--- src/rtl/squash_pkg.sv ---
// Shared types and sizing helpers for the squash game-flow controller.
// Pure declarations; no logic, latency or backpressure of its own.
package squash_pkg;

  typedef enum logic [2:0] {
    ST_IDLE   = 3'd0,
    ST_SERVE  = 3'd1,
    ST_PLAY   = 3'd2,
    ST_PAUSED = 3'd3,
    ST_MISS   = 3'd4,
    ST_OVER   = 3'd5
  } state_t;

  localparam int BCD_W      = 4;
  localparam int BCD_DIGITS = 3;
  localparam int SCORE_W    = BCD_W * BCD_DIGITS;

  localparam logic [BCD_W-1:0]   BCD_NINE  = 4'd9;
  localparam logic [SCORE_W-1:0] SCORE_MAX = 12'h999;

  // Counter width covering the longest phase; loaded with N-1, so $clog2(N) bits suffice.
  function automatic int frame_cnt_w(input int serve_f, input int miss_f, input int over_f);
    int m;
    m = serve_f;
    if (miss_f > m) m = miss_f;
    if (over_f > m) m = over_f;
    return (m < 2) ? 1 : $clog2(m);
  endfunction

endpackage

--- src/rtl/squash_bcd_counter.sv ---
// Three-digit BCD score counter: synchronous clear, +1 on inc, saturates at 999.
// Latency 1 cycle from inc/clr to value; no backpressure (one increment per asserted cycle).
module squash_bcd_counter
  import squash_pkg::*;
(
  input  logic               clk,
  input  logic               reset,
  input  logic               clr,
  input  logic               inc,
  output logic [SCORE_W-1:0] value
);

  logic [BCD_W-1:0] ones, tens, hund;

  assign ones = value[BCD_W-1:0];
  assign tens = value[2*BCD_W-1:BCD_W];
  assign hund = value[3*BCD_W-1:2*BCD_W];

  // Carry ripples through all digits in one edge, so 099 -> 100 directly.
  always_ff @(posedge clk) begin
    if (reset || clr) begin
      value <= '0;
    end else if (inc && (value != SCORE_MAX)) begin
      if (ones != BCD_NINE) begin
        value[BCD_W-1:0] <= ones + 4'd1;
      end else begin
        value[BCD_W-1:0] <= '0;
        if (tens != BCD_NINE) begin
          value[2*BCD_W-1:BCD_W] <= tens + 4'd1;
        end else begin
          value[2*BCD_W-1:BCD_W]         <= '0;
          value[3*BCD_W-1:2*BCD_W] <= hund + 4'd1;
        end
      end
    end
  end

endmodule

--- src/rtl/squash_game_ctrl.sv ---
// Squash round sequencer: debounced start/pause, serve/play/miss/over phases, BCD score and lives.
// All outputs registered, 1 cycle after the causing input or frame_tick; no backpressure.
module squash_game_ctrl
  import squash_pkg::*;
#(
  parameter int LIVES        = 3,
  parameter int SERVE_FRAMES = 60,
  parameter int MISS_FRAMES  = 90,
  parameter int OVER_FRAMES  = 240
) (
  input  logic        clk,
  input  logic        reset,
  input  logic        frame_tick,
  input  logic        hit,
  input  logic        miss,
  input  logic        start_n,
  input  logic        pause_btn_n,
  output logic        pause_n,
  output logic        new_game_n,
  output logic [11:0] score_bcd,
  output logic [2:0]  lives,
  output logic        game_over,
  output logic [2:0]  state_out
);

  localparam int CW = frame_cnt_w(SERVE_FRAMES, MISS_FRAMES, OVER_FRAMES);

  localparam logic [CW-1:0] SERVE_LOAD = CW'(SERVE_FRAMES - 1);
  localparam logic [CW-1:0] MISS_LOAD  = CW'(MISS_FRAMES - 1);
  localparam logic [CW-1:0] OVER_LOAD  = CW'(OVER_FRAMES - 1);
  localparam logic [2:0]    LIVES_INIT = 3'(LIVES);

  logic       start_meta, start_sync, pause_meta, pause_sync;
  logic [1:0] start_sh, pause_sh;
  logic       hit_d, miss_d;
  logic       start_press, pause_press, hit_rise, miss_rise;

  state_t        state, state_nxt;
  logic [CW-1:0] frame_cnt, cnt_nxt;
  logic [2:0]    lives_nxt;
  logic          score_clr, score_inc;

  // Buttons are synchronised every cycle, then sampled once per frame for debounce.
  always_ff @(posedge clk) begin
    if (reset) begin
      start_meta <= 1'b1;
      start_sync <= 1'b1;
      pause_meta <= 1'b1;
      pause_sync <= 1'b1;
      start_sh   <= 2'b11;
      pause_sh   <= 2'b11;
      hit_d      <= 1'b0;
      miss_d     <= 1'b0;
    end else begin
      start_meta <= start_n;
      start_sync <= start_meta;
      pause_meta <= pause_btn_n;
      pause_sync <= pause_meta;
      hit_d      <= hit;
      miss_d     <= miss;
      if (frame_tick) begin
        start_sh <= {start_sh[0], start_sync};
        pause_sh <= {pause_sh[0], pause_sync};
      end
    end
  end

  // Press = samples 1,0,0 on three consecutive frames (oldest first).
  assign start_press = frame_tick & start_sh[1] & ~start_sh[0] & ~start_sync;
  assign pause_press = frame_tick & pause_sh[1] & ~pause_sh[0] & ~pause_sync;
  assign hit_rise    = hit & ~hit_d;
  assign miss_rise   = miss & ~miss_d;

  always_comb begin
    state_nxt = state;
    cnt_nxt   = frame_cnt;
    lives_nxt = lives;
    score_clr = 1'b0;
    score_inc = 1'b0;
    case (state)
      ST_IDLE: begin
        if (start_press) begin
          state_nxt = ST_SERVE;
          cnt_nxt   = SERVE_LOAD;
          lives_nxt = LIVES_INIT;
          score_clr = 1'b1;
        end
      end
      ST_SERVE: begin
        if (frame_tick) begin
          if (frame_cnt == '0) state_nxt = ST_PLAY;
          else                 cnt_nxt   = frame_cnt - CW'(1);
        end
      end
      ST_PLAY: begin
        // A hit coinciding with a miss or pause still scores.
        score_inc = hit_rise;
        if (miss_rise) begin
          state_nxt = ST_MISS;
          cnt_nxt   = MISS_LOAD;
          lives_nxt = (lives != 3'd0) ? lives - 3'd1 : 3'd0;
        end else if (pause_press) begin
          state_nxt = ST_PAUSED;
        end
      end
      ST_PAUSED: begin
        if (pause_press) state_nxt = ST_PLAY;
      end
      ST_MISS: begin
        if (frame_tick) begin
          if (frame_cnt != '0) begin
            cnt_nxt = frame_cnt - CW'(1);
          end else if (lives == 3'd0) begin
            state_nxt = ST_OVER;
            cnt_nxt   = OVER_LOAD;
          end else begin
            state_nxt = ST_SERVE;
            cnt_nxt   = SERVE_LOAD;
          end
        end
      end
      ST_OVER: begin
        if (start_press) begin
          state_nxt = ST_SERVE;
          cnt_nxt   = SERVE_LOAD;
          lives_nxt = LIVES_INIT;
          score_clr = 1'b1;
        end else if (frame_tick) begin
          if (frame_cnt == '0) state_nxt = ST_IDLE;
          else                 cnt_nxt   = frame_cnt - CW'(1);
        end
      end
      default: state_nxt = ST_IDLE;
    endcase
  end

  always_ff @(posedge clk) begin
    if (reset) begin
      state      <= ST_IDLE;
      frame_cnt  <= '0;
      lives      <= LIVES_INIT;
      pause_n    <= 1'b0;
      new_game_n <= 1'b1;
      game_over  <= 1'b0;
    end else begin
      state      <= state_nxt;
      frame_cnt  <= cnt_nxt;
      lives      <= lives_nxt;
      pause_n    <= (state_nxt == ST_PLAY);
      new_game_n <= (state_nxt != ST_SERVE);
      game_over  <= (state_nxt == ST_OVER);
    end
  end

  assign state_out = state;

  squash_bcd_counter u_score (
    .clk   (clk),
    .reset (reset),
    .clr   (score_clr),
    .inc   (score_inc),
    .value (score_bcd)
  );

endmodule

--- config.mk ---
export PLATFORM = sky130hd
export DESIGN_NAME = squash_game_ctrl
export DESIGN_NICKNAME = d
export VERILOG_FILES = /design/src/rtl/squash_pkg.sv /design/src/rtl/squash_bcd_counter.sv /design/src/rtl/squash_game_ctrl.sv
export SDC_FILE = /design/constraint.sdc
export NUM_CORES = 1
export LEC_CHECK = 0
export CAP_MARGIN = 25
export CORE_MARGIN = 10
export CORE_UTILIZATION = 37
export CTS_BUF_LIST = sky130_fd_sc_hd__clkbuf_16
export DETAILED_ROUTE_END_ITERATION = 16
export GPL_ROUTABILITY_DRIVEN = 0
export GPL_TIMING_DRIVEN = 0
export HOLD_SLACK_MARGIN = 0.12
export RECOVER_POWER = 50
export SLEW_MARGIN = 20
export SYNTH_ARGS = -nofsm -noshare
export SYNTH_HDL_FRONTEND = slang
export SYNTH_SLANG_ARGS = --single-unit
--- constraint.sdc ---
create_clock -name clk -period 2.1 [get_ports clk]
set_input_delay 0.42 -clock clk [delete_from_list [all_inputs] [get_ports clk]]
set_output_delay 0.42 -clock clk [all_outputs]
set_load 0.01 [all_outputs]
# --- Word level (Yosys, flattened, before mapping) ---
# Index checks and enable logic that the tools add are counted.
op_classes:
  addsub: 5
  multipliers: 0
  div: 0
  order_cmp: 0
  eq_ne: 15
  n_shift: 0
  n_mux: 31
  bitwise: 16
  n_reduce_logical: 14
op_table:
  columns: ["cell", "n"]
  rows:
  - ["$mux W8", 8]
  - ["$mux W3", 15]
  - ["$pmux W8 S5", 1]
  - ["$pmux W3 S6", 1]
  - ["$add A4 B1 Y4 const B", 3]
  - ["$ne A12 B12 Y1 const B", 1]
  - ["$eq A3 B2 Y1 const B", 3]
  - ["$eq A3 B3 Y1 const B", 3]
  - ["$and A1 B1 Y1", 8]
  - ["$logic_not A8 Y1", 1]
  - ["$mux W4", 2]
  - ["$ne A4 B4 Y1 const B", 2]
  - ["$not A1 Y1", 8]
  - ["$reduce_bool A8 Y1", 1]
  - ["$sub A8 B1 Y8 const B", 1]
  - ["$logic_not A3 Y1", 2]
  - ["$ne A2 B2 Y1 const B", 3]
  - ["$pmux W3 S2", 1]
  - ["$reduce_and A3 Y1", 2]
  - ["$reduce_bool A5 Y1", 1]
  - ["$reduce_and A4 Y1", 1]
  - ["$eq A3 B1 Y1 const B", 1]
  - ["$mux W1", 3]
  - ["$ne A3 B1 Y1 const B", 1]
  - ["other kinds (8)", 8]
word_totals:
  reg_bits: 39
  latchBits: 0
  mem_bits_rw: 0
  rom_bits: 0
  inputBits: 7
  out_inout_bits: 21
  word_cells: 98
  n_memories: 0

# --- Logic depth before layout (Yosys ltp) ---
# Gate-level depths: netlist of run 1.
logic_depth:
  ltp_word: 7
  depth_mapped: 10
  mapped_depth_nobuf: 10

# --- By module ---
# Synthesis of run 1 repeated with hierarchy kept, for this count alone.
unflattened:
  cells_unflattened: 266
  area_unflattened_um2: 2244.7
modules_own_cells:
  columns: ["mod", "n_inst", "cells_per_inst", "area_per_inst_um2"]
  rows:
  - ["squash_game_ctrl", 1, 194, 1614.0]
  - ["squash_bcd_counter", 1, 72, 630.6]

# --- Least setup slack after synthesis of run 1 ---
# Ideal clock, no wire load.
synth_timing:
  path_kind: "register -> register"
  start: "register frame_cnt[3]"
  end: "register frame_cnt[0]"
  setup_ns: 0.128
  t_arrival_ns: 1.889
  required_time_ns: 1.972
  setup_slack_ns: 0.083
  stages_incl_launch_ff: 10
  n_path_buf: 1
  synth_period_minus_slack_ns: 2.017
  cell_sequence: "dfxtp_1 buf_6 or4_4 nor3_4 inv_2 ha_1 mux2i_1 o22ai_1 o22ai_1 nor2_1"
synth_between:
  elab_chain_len: 5
synth_lines:
  columns: ["item", "line_no", "text"]
  rows:
  - ["start, declared", "squash_game_ctrl.sv:39", "logic [CW-1:0] frame_cnt, cnt_nxt;"]
  - ["start signal, assigned", "squash_game_ctrl.sv:147", "frame_cnt <= cnt_nxt;"]
  - ["$logic_not A8 Y1", "squash_game_ctrl.sv:91, squash_game_ctrl.sv:129", null]
  - ["$mux W8 (3 in a row)", null, null]
  - ["$pmux W8 S5 (*)", "squash_game_ctrl.sv:80", "case (state)"]
# Every way passes the cells marked *; elsewhere a longest branch is shown, timed or not. The select of a mux whose other input is x is not followed.
# A chain may end at the register's enable or synchronous reset.

# --- Worst setup path after layout of run 1 ---
layout_timing:
  start: "input port miss"
  end: "register frame_cnt[6]"
layout_between:
  elab_chain_len: 3
layout_lines:
  columns: ["item", "line_no", "text"]
  rows:
  - ["start, declared", "squash_game_ctrl.sv:15", "input logic miss,"]
  - ["$and A1 B1 Y1", "squash_game_ctrl.sv:72", "assign miss_rise = miss & ~miss_d;"]
  - ["$ne A2 B2 Y1 (no line)", null, null]
  - ["$reduce_and A4 Y1 (no line)", null, null]
# No other way between the ends.

==> summary.md, run 1 <==
| Metric | Value |
|---|---|
| Dpl cells | `about 350` |
| Worst reg-to-reg path cell count | `8` |
| Worst-Margin Slew | `0.563 ns` |
| Starting density of the core | `0.388` |
| CTS buffer count | `5` |
| Clk network pwr share | `0.461` |
| Worst setup EP type | `flip-flop` |
| Leakage power | `0.983 nW` |
| Ys async rst share | `0` |
| Share of cells above drive strength 1 | `0.193` |
| Crit path DAT | `between 2 and 2.5 ns` |
| Tot Pwr | `0.00154 W` |
| Ant. Diodes | `0` |
| Routed len/inst | `15.0 um` |
| Slew Limit Fails | `0` |
| Final setup margin | `0.0187 ns` |
| Total wire length | `between 5000 and 6000 um` |
| Switching power as a share of total power | `0.217` |
| #FFs+latches synth | `39` |
| Endpoints failing hold | `0` |
| Setup TNS | `0 ns` |
| Drt pass-1 iters | `5` |
| Pre-CTS setup slack | `-0.516 ns` |
| Final non-filler cell total | `362` |
| Routed via count | `1,953` |
| First-pass GRT wire length | `8720 um` |
| Final worst path period share | `0.991` |
| Most area-consuming cells after synthesis | `dfxtp_1 (36%), mux2i_1 (3.7%), nand2_1 (3.5%), nor2_1 (3.3%), o21ai_0 (3.2%)` |
| Die W | `approximately 96 um` |
| Via density per instance | `~5.4` |
| Buffers on Ports | `26` |
| Final core occ | `0.498` |
| Fillers | `561` |
| CTS tree | `built` |
| Sequential Power Share | `0.487` |
| WP data required | `between 2 and 2.5 ns` |
| Initial DRC count | `145` |
| H-tree levels | `2` |
| Post-synth EDFFs | `0` |
| Crit path time final | `2.08 ns` |
| Sw Pwr | `0.000334 W` |
| Remaining DRCs | `0` |
| Area of the core | `5570 um^2` |
| Ys flop type | `dfxtp_1` |
| Clock sinks | `39` |
| Detailed placement HPWL | `3870 um` |
| Clock skew | `0.00451 ns` |
| Slew HR | `0.620` |
| Crit Path Max Fanout | `9` |
| # setup viols final | `0` |
| # rows | `27` |
| Hold path cells | `1` |
| Kind of critical path | `input pin to flip-flop` |
| Yosys top cell area share | `0.361` |
| Pint | `0.00121 W` |
| Top cell type by total area after synthesis | `dfxtp_1` |
| Multi-input logic area | `1360 um^2` |
| Register area share after synthesis | `0.361` |
| Syn Inst Count | `~250` |
| Initial antenna violation count | `0` |
| YS warnings | `0` |
| Hold-fix buffers at CTS | `0` |
| Max VDD drop | `0.359 mV` |
| Mapped cell area | `2160 um^2` |
| Skew-Pair Late Insertion Delay | `about 0.28 ns` |
| Worst Hold Class | `flip-flop to flip-flop` |
| Clock transition at path regs | `around 0.060 ns` |
| Power Density | `556 nW/um^2` |
| Max Buffers Root-to-Sink | `2` |
| Die ar. | `approximately 9300 um^2` |
| Io pins | `28` |
| Remaining Overflow, GRT | `0` |
| Area Overhead vs Synth | `28.4%` |
| Netlist cell types | `60` |
| Comb pwr share | `0.052` |
| Mapped Avg Cell Area | `8.68 um^2` |
| Max frequency | `480 MHz` |
| Synth Net Count | `260` |
| Largest net degree at the start of global routing | `12` |
| Sequential cell area | `790 um^2` |
| Die Span Y | `96.4 um` |
| Vias in the first global route | `1,787` |
| Total GRT Usage | `0.117` |
| RSZ-0062 raised after global routing | `yes` |
| Fin nets | `302` |
| CTS root buffer | `clkbuf_16` |
| CP startpoint kind | `input pin` |
| Post-detailed-route count of antenna-violating nets | `0` |
| Status | `finished, final reports clean` |
| Max-cap violations | `0` |
==> metal layers <==
metal	vias up	global-route usage	routed length, um
met3	5	0.0308	235
met2	42	0.177	2520
met5	-	0	0
met1	914	0.154	2650
met4	0	0.0496	42
li1	992	-	-
==> power by group through the flow <==
stage	sequential (W)	combinational (W)	clock [W]
2_1_floorplan	0.000767	0.0000451	0
6_report	0.000751	0.0000797	0.000712
4_1_cts	0.000752	0.0000729	0.000728
3_3_place_gp	0.000768	0.0000711	0
3_5_place_dp	0.000768	0.0000711	0
5_1_grt	0.000752	0.0000870	0.000758
==> through the flow <==
stage / cell area (um^2) / hold slack [ns]
after floorplan: 2160 / 0.389
after global placement: 2510 / 0.391
after detailed placement: 2510 / 0.394
after CTS: 2670 / 0.407
after global routing: 2780 / 0.421
final: 2780 / 0.406
==> kinds of logic after synthesis <==
kind of cell	synth area share
simple gates	0.303
fa+ha+maj	0.0232
flops	0.361
mux	0.0371
xor+xnor	0.0324
compound gates	0.204
buf+inv	0.0388
==> final cells by class <==
cell class / instances / area share
Multi-Input combinational cell: 190 / 0.488
Clock buffer: 5 / 0.0451
Timing Repair Buffer: 35 / 0.116
Inverter: 9 / 0.0122
Tap cell: 72 / 0.0325
Buffer: 11 / 0.0189
Sequential cell: 39 / 0.284
Clock inverter: 1 / 0.00271
==> cell usage in the layout, fill, tap and decap left out, types with 6 or more instances in the layout <==
cell / Yosys / final
clkbuf_1: 8 / 8
nor2b_1: 8 / 8
mux2i_1: 8 / 8
clkdlybuf4s50_1: 0 / 9
o21ai_0: 14 / 14
nand2_1: 20 / 20
nor2_1: 19 / 19
dlygate4sd3_1: 0 / 16
buf_4: 0 / 9
dfxtp_1: 39 / 34
nor3_1: 7 / 6
a21oi_1: 13 / 13
inv_1: 7 / 7
==> Yosys cell counts, types with 3 or more instances <==
library cell	n
and3_1	3
xor2_1	3
o22ai_1	3
dfxtp_1	39
o21ai_1	3
nand2b_1	6
nand3_1	5
o21ai_0	14
mux2i_1	8
a31o_2	3
nor3_1	7
a21oi_1	13
nand2_1	20
nand3b_1	5
nor3b_1	3
a21o_1	3
or2_2	5
xnor2_1	5
ha_1	4
inv_1	7
or3b_2	4
nor2b_1	8
nor2_1	19
clkbuf_1	8
nor4bb_1	3
a211oi_1	4
==> flip-flops by register name, indices dropped and copies added, names as in the netlist <==
name           count
start_sh           2
state_out          3
pause_n            1
pause_sync         1
new_game_n         1
start_sync         1
frame_cnt          8
game_over          1
lives              3
pause_meta         1
u_score.value     12
pause_sh           2
start_meta         1
hit_d              1
miss_d             1
==> what timing repair did <==
action | 4_1_cts | 5_1_grt
pin swaps | 1 | 3
setup buffers | 1 | 8
resized for setup | 4 | 19
setup endpoints to repair | 15 | 24
==> worst max-delay path, stage by stage <==
cell	delay (ns)
dlygate4sd3_1	0.56
nand2b_1	0.20
o22a_1	0.34
o21ai_4	0.16
a31o_2	0.26
a221oi_1	0.30
==> worst paths after layout <==
kind                              from                        end  slack [ns]
max reg2reg  frame_cnt[6]$_SDFFE_PP0P_  frame_cnt[0]$_SDFFE_PP0P_        0.05
max                               miss  frame_cnt[6]$_SDFFE_PP0P_        0.02
min reg2reg      start_meta$_SDFF_PP1_      start_sync$_SDFF_PP1_        0.41
min              start_meta$_SDFF_PP1_      start_sync$_SDFF_PP1_        0.41
No activity file was read; power rests on OpenSTA's default activity.
==> run 2, diff against run 1 <==
==> constraint.sdc (replaced) <==
create_clock -name clk -period 2.45 [get_ports clk]
set_input_delay 0.49 -clock clk [delete_from_list [all_inputs] [get_ports clk]]
set_output_delay 0.49 -clock clk [all_outputs]
set_load 0.01 [all_outputs]
==> run 2 against run 1 <==
  * Global-route usage about the same
  * Clock power is 15% lower
  * Critical path depth unchanged
  * Die area unchanged
  * Combinational power shrank 24%
  * Register-to-register slack improved by 0.21 ns
  * Sequential power is 14% lower
  * Routed wire length down 2.7%
  * Worst setup slack improved by 0.21 ns
==> summary.md, run 2 (synthesis gave the netlist of run 1 again) <==
| Metric | Value |
|---|---|
| Crit path DAT | `2.38 ns (+0.13 ns)` |
| Final worst path period share | `0.905` |
| Fin nets | `293 (-3.0%)` |
| Post-CTS sizing | `0 (-4)` |
| WP data required | `2.62 ns (+0.35 ns)` |
| Endpoints failing hold | `0 (unchanged)` |
| Dpl cells | `347 (unchanged)` |
| Final non-filler cell total | `353 (-2.5%)` |
| Fillers | `553 (-1.4%)` |
| Total GRT Usage | `0.117 (-0.000318)` |
| Buffers on Ports | `26 (unchanged)` |
| Multi-input logic area | `1300 um^2 (-4.1%)` |
| Clock skew | `0.00442 ns (-0.0000901 ns)` |
| CTS tree | `built` |
| Drt pass-1 iters | `4 (-1)` |
| Post-CTS setup buffer count | `0 (-1)` |
| Max Buffers Root-to-Sink | `2 (unchanged)` |
| Commonest cells after routing, fill and taps aside | `dfxtp_1 (39), dlygate4sd3_1 (23), nand2_1 (20), nor2_1 (19), o21ai_0 (14)` |
| Largest reg by FF count | `u_score.value` |
| Slew Limit Fails | `0 (unchanged)` |
| Worst Hold Class | `flip-flop to flip-flop` |
| Vias in the first global route | `1,777 (-0.56%)` |
| Die Span Y | `96.4 um (unchanged)` |
| Worst-Margin Slew | `0.567 ns (+0.00463 ns)` |
| Starting density of the core | `0.388 (unchanged)` |
| Hold-fix buffers at CTS | `0 (unchanged)` |
| Reg-to-reg slack, setup | `0.26 ns (+0.21 ns)` |
| # rows | `27 (unchanged)` |
| Max frequency | `around 450 MHz` |
| # setup viols final | `0 (unchanged)` |
| Power Density | `496 nW/um^2 (-11%)` |
| CTS buffer count | `5 (unchanged)` |
| Die W | `96.4 um (unchanged)` |
| Initial antenna violation count | `0 (unchanged)` |
| CP startpoint kind | `input pin` |
| Share of cells above drive strength 1 | `0.114 (-0.0792)` |
| Largest regs | `u_score.value (12), frame_cnt (8)` |
| Routed via count | `1,908 (-2.3%)` |
| Largest register FFs | `12 (unchanged)` |
| Status | `finished, final reports clean` |
| Skew-Pair Late Insertion Delay | `0.28 ns (about the same)` |
| Sequential cell area | `781 um^2 (-1.1%)` |
| First-pass GRT wire length | `8690 um (-0.39%)` |
| Max-cap violations | `0 (unchanged)` |
| Ant. Diodes | `0 (unchanged)` |
| Commonest non-fill, non-tap cell in the layout | `dfxtp_1` |
| Clock sinks | `39 (unchanged)` |
| H-tree levels | `2 (unchanged)` |
| Total wire length | `5290 um (-2.7%)` |
| Slew HR | `0.622 (+0.00203)` |
| Routed len/inst | `15.0 um (-0.22%)` |
| Clock transition at path regs | `0.05 ns (about the same)` |
| Largest net degree at the start of global routing | `12 (unchanged)` |
| Die ar. | `9300 um^2 (unchanged)` |
| CTS root buffer | `clkbuf_16` |
| Crit path time final | `2.22 ns` |
| Max VDD drop | `0.306 mV (-15%)` |
| Area Overhead vs Synth | `22.5%` |
| Crit Path Max Fanout | `7 (-2)` |
| Remaining DRCs | `0 (unchanged)` |
| Via density per instance | `5.41 (+0.19%)` |
| Remaining Overflow, GRT | `0 (unchanged)` |
| Initial DRC count | `131 (-9.7%)` |
| Io pins | `28 (unchanged)` |
| Detailed placement HPWL | `3870 um (unchanged)` |
| Kind of critical path | `input pin to flip-flop` |
| Post-detailed-route count of antenna-violating nets | `0 (unchanged)` |
| Leakage power | `0.949 nW (-3.5%)` |
| Area of the core | `5570 um^2 (unchanged)` |
| Hold slack final | `0.406 ns (-0.0000430 ns)` |
| RSZ-0062 raised after global routing | `no` |
| Worst setup EP type | `flip-flop` |
[run 2: changes by cell type in the layout (fill, tap and decap cells not counted), sizes merged]
cell / delta
buf: -9
clkbuf: -1
clkdlybuf4s50: -6
dlygate4sd3: +7
[run 2: final timing paths]
path | from | endpoint | cells after the start
setup reg to reg | frame_cnt[3]$_SDFFE_PP0P_ | frame_cnt[0]$_SDFFE_PP0P_ | 9
setup / recovery | frame_tick | lives[1]$_SDFFE_PP1P_ | 6
hold / removal | start_meta$_SDFF_PP1_ | start_sync$_SDFF_PP1_ | 1
hold reg to reg | start_meta$_SDFF_PP1_ | start_sync$_SDFF_PP1_ | 1
[run 2: layout make-up]
type	count	area share
well taps	72	0.0340
clock inverters	1	0.00284
inverters	9	0.0128
plain buffers	11	0.0189
flip-flops and latches	39	0.295
multi-input cells	190	0.491
repair buffers	26	0.0983
clock buffers	5	0.0473
[run 2: stage by stage]
| stage | area [um^2] | worst slack, ns | utilization | total power, W | setup TNS, ns |
|---|---|---|---|---|---|
| after floorplan | 2160 | 0.433 | - | 0.000697 | 0 |
| after global placement | 2510 | -0.240 | 0.451 | 0.000719 | -1.22 |
| after detailed placement | 2510 | -0.236 | 0.451 | 0.000720 | -1.26 |
| after CTS | 2640 | 0.0591 | 0.474 | 0.00133 | 0 |
| after global routing | 2650 | 0.0982 | 0.475 | 0.00136 | 0 |
| final | 2650 | 0.234 | 0.475 | 0.00131 | 0 |
[run 2: power breakdown]
group	leakage [nW]	total (W)	internal, W	switching, W
Sequential	0.316	0.000645	0.000641	0.00000355
Clock	0.0618	0.000608	0.000365	0.000243
Combinational	0.571	0.0000602	0.0000243	0.0000359
Total	0.949	0.00131	0.00103	0.000283
[run 2: routing by layer]
metal | routed length [um] | GRT usage
met2 | 2330 | 0.175
met1 | 2590 | 0.154
met3 | 280 | 0.0308
met5 | 0 | 0
met4 | 85 | 0.0496
[run 2: worst max-delay path: stages]
cell and delay, ns:
clkdlybuf4s50_1 0.60, and4bb_2 0.38, nand2b_1 0.15, o22ai_1 0.37
nand2b_1 0.10, a221o_1 0.29
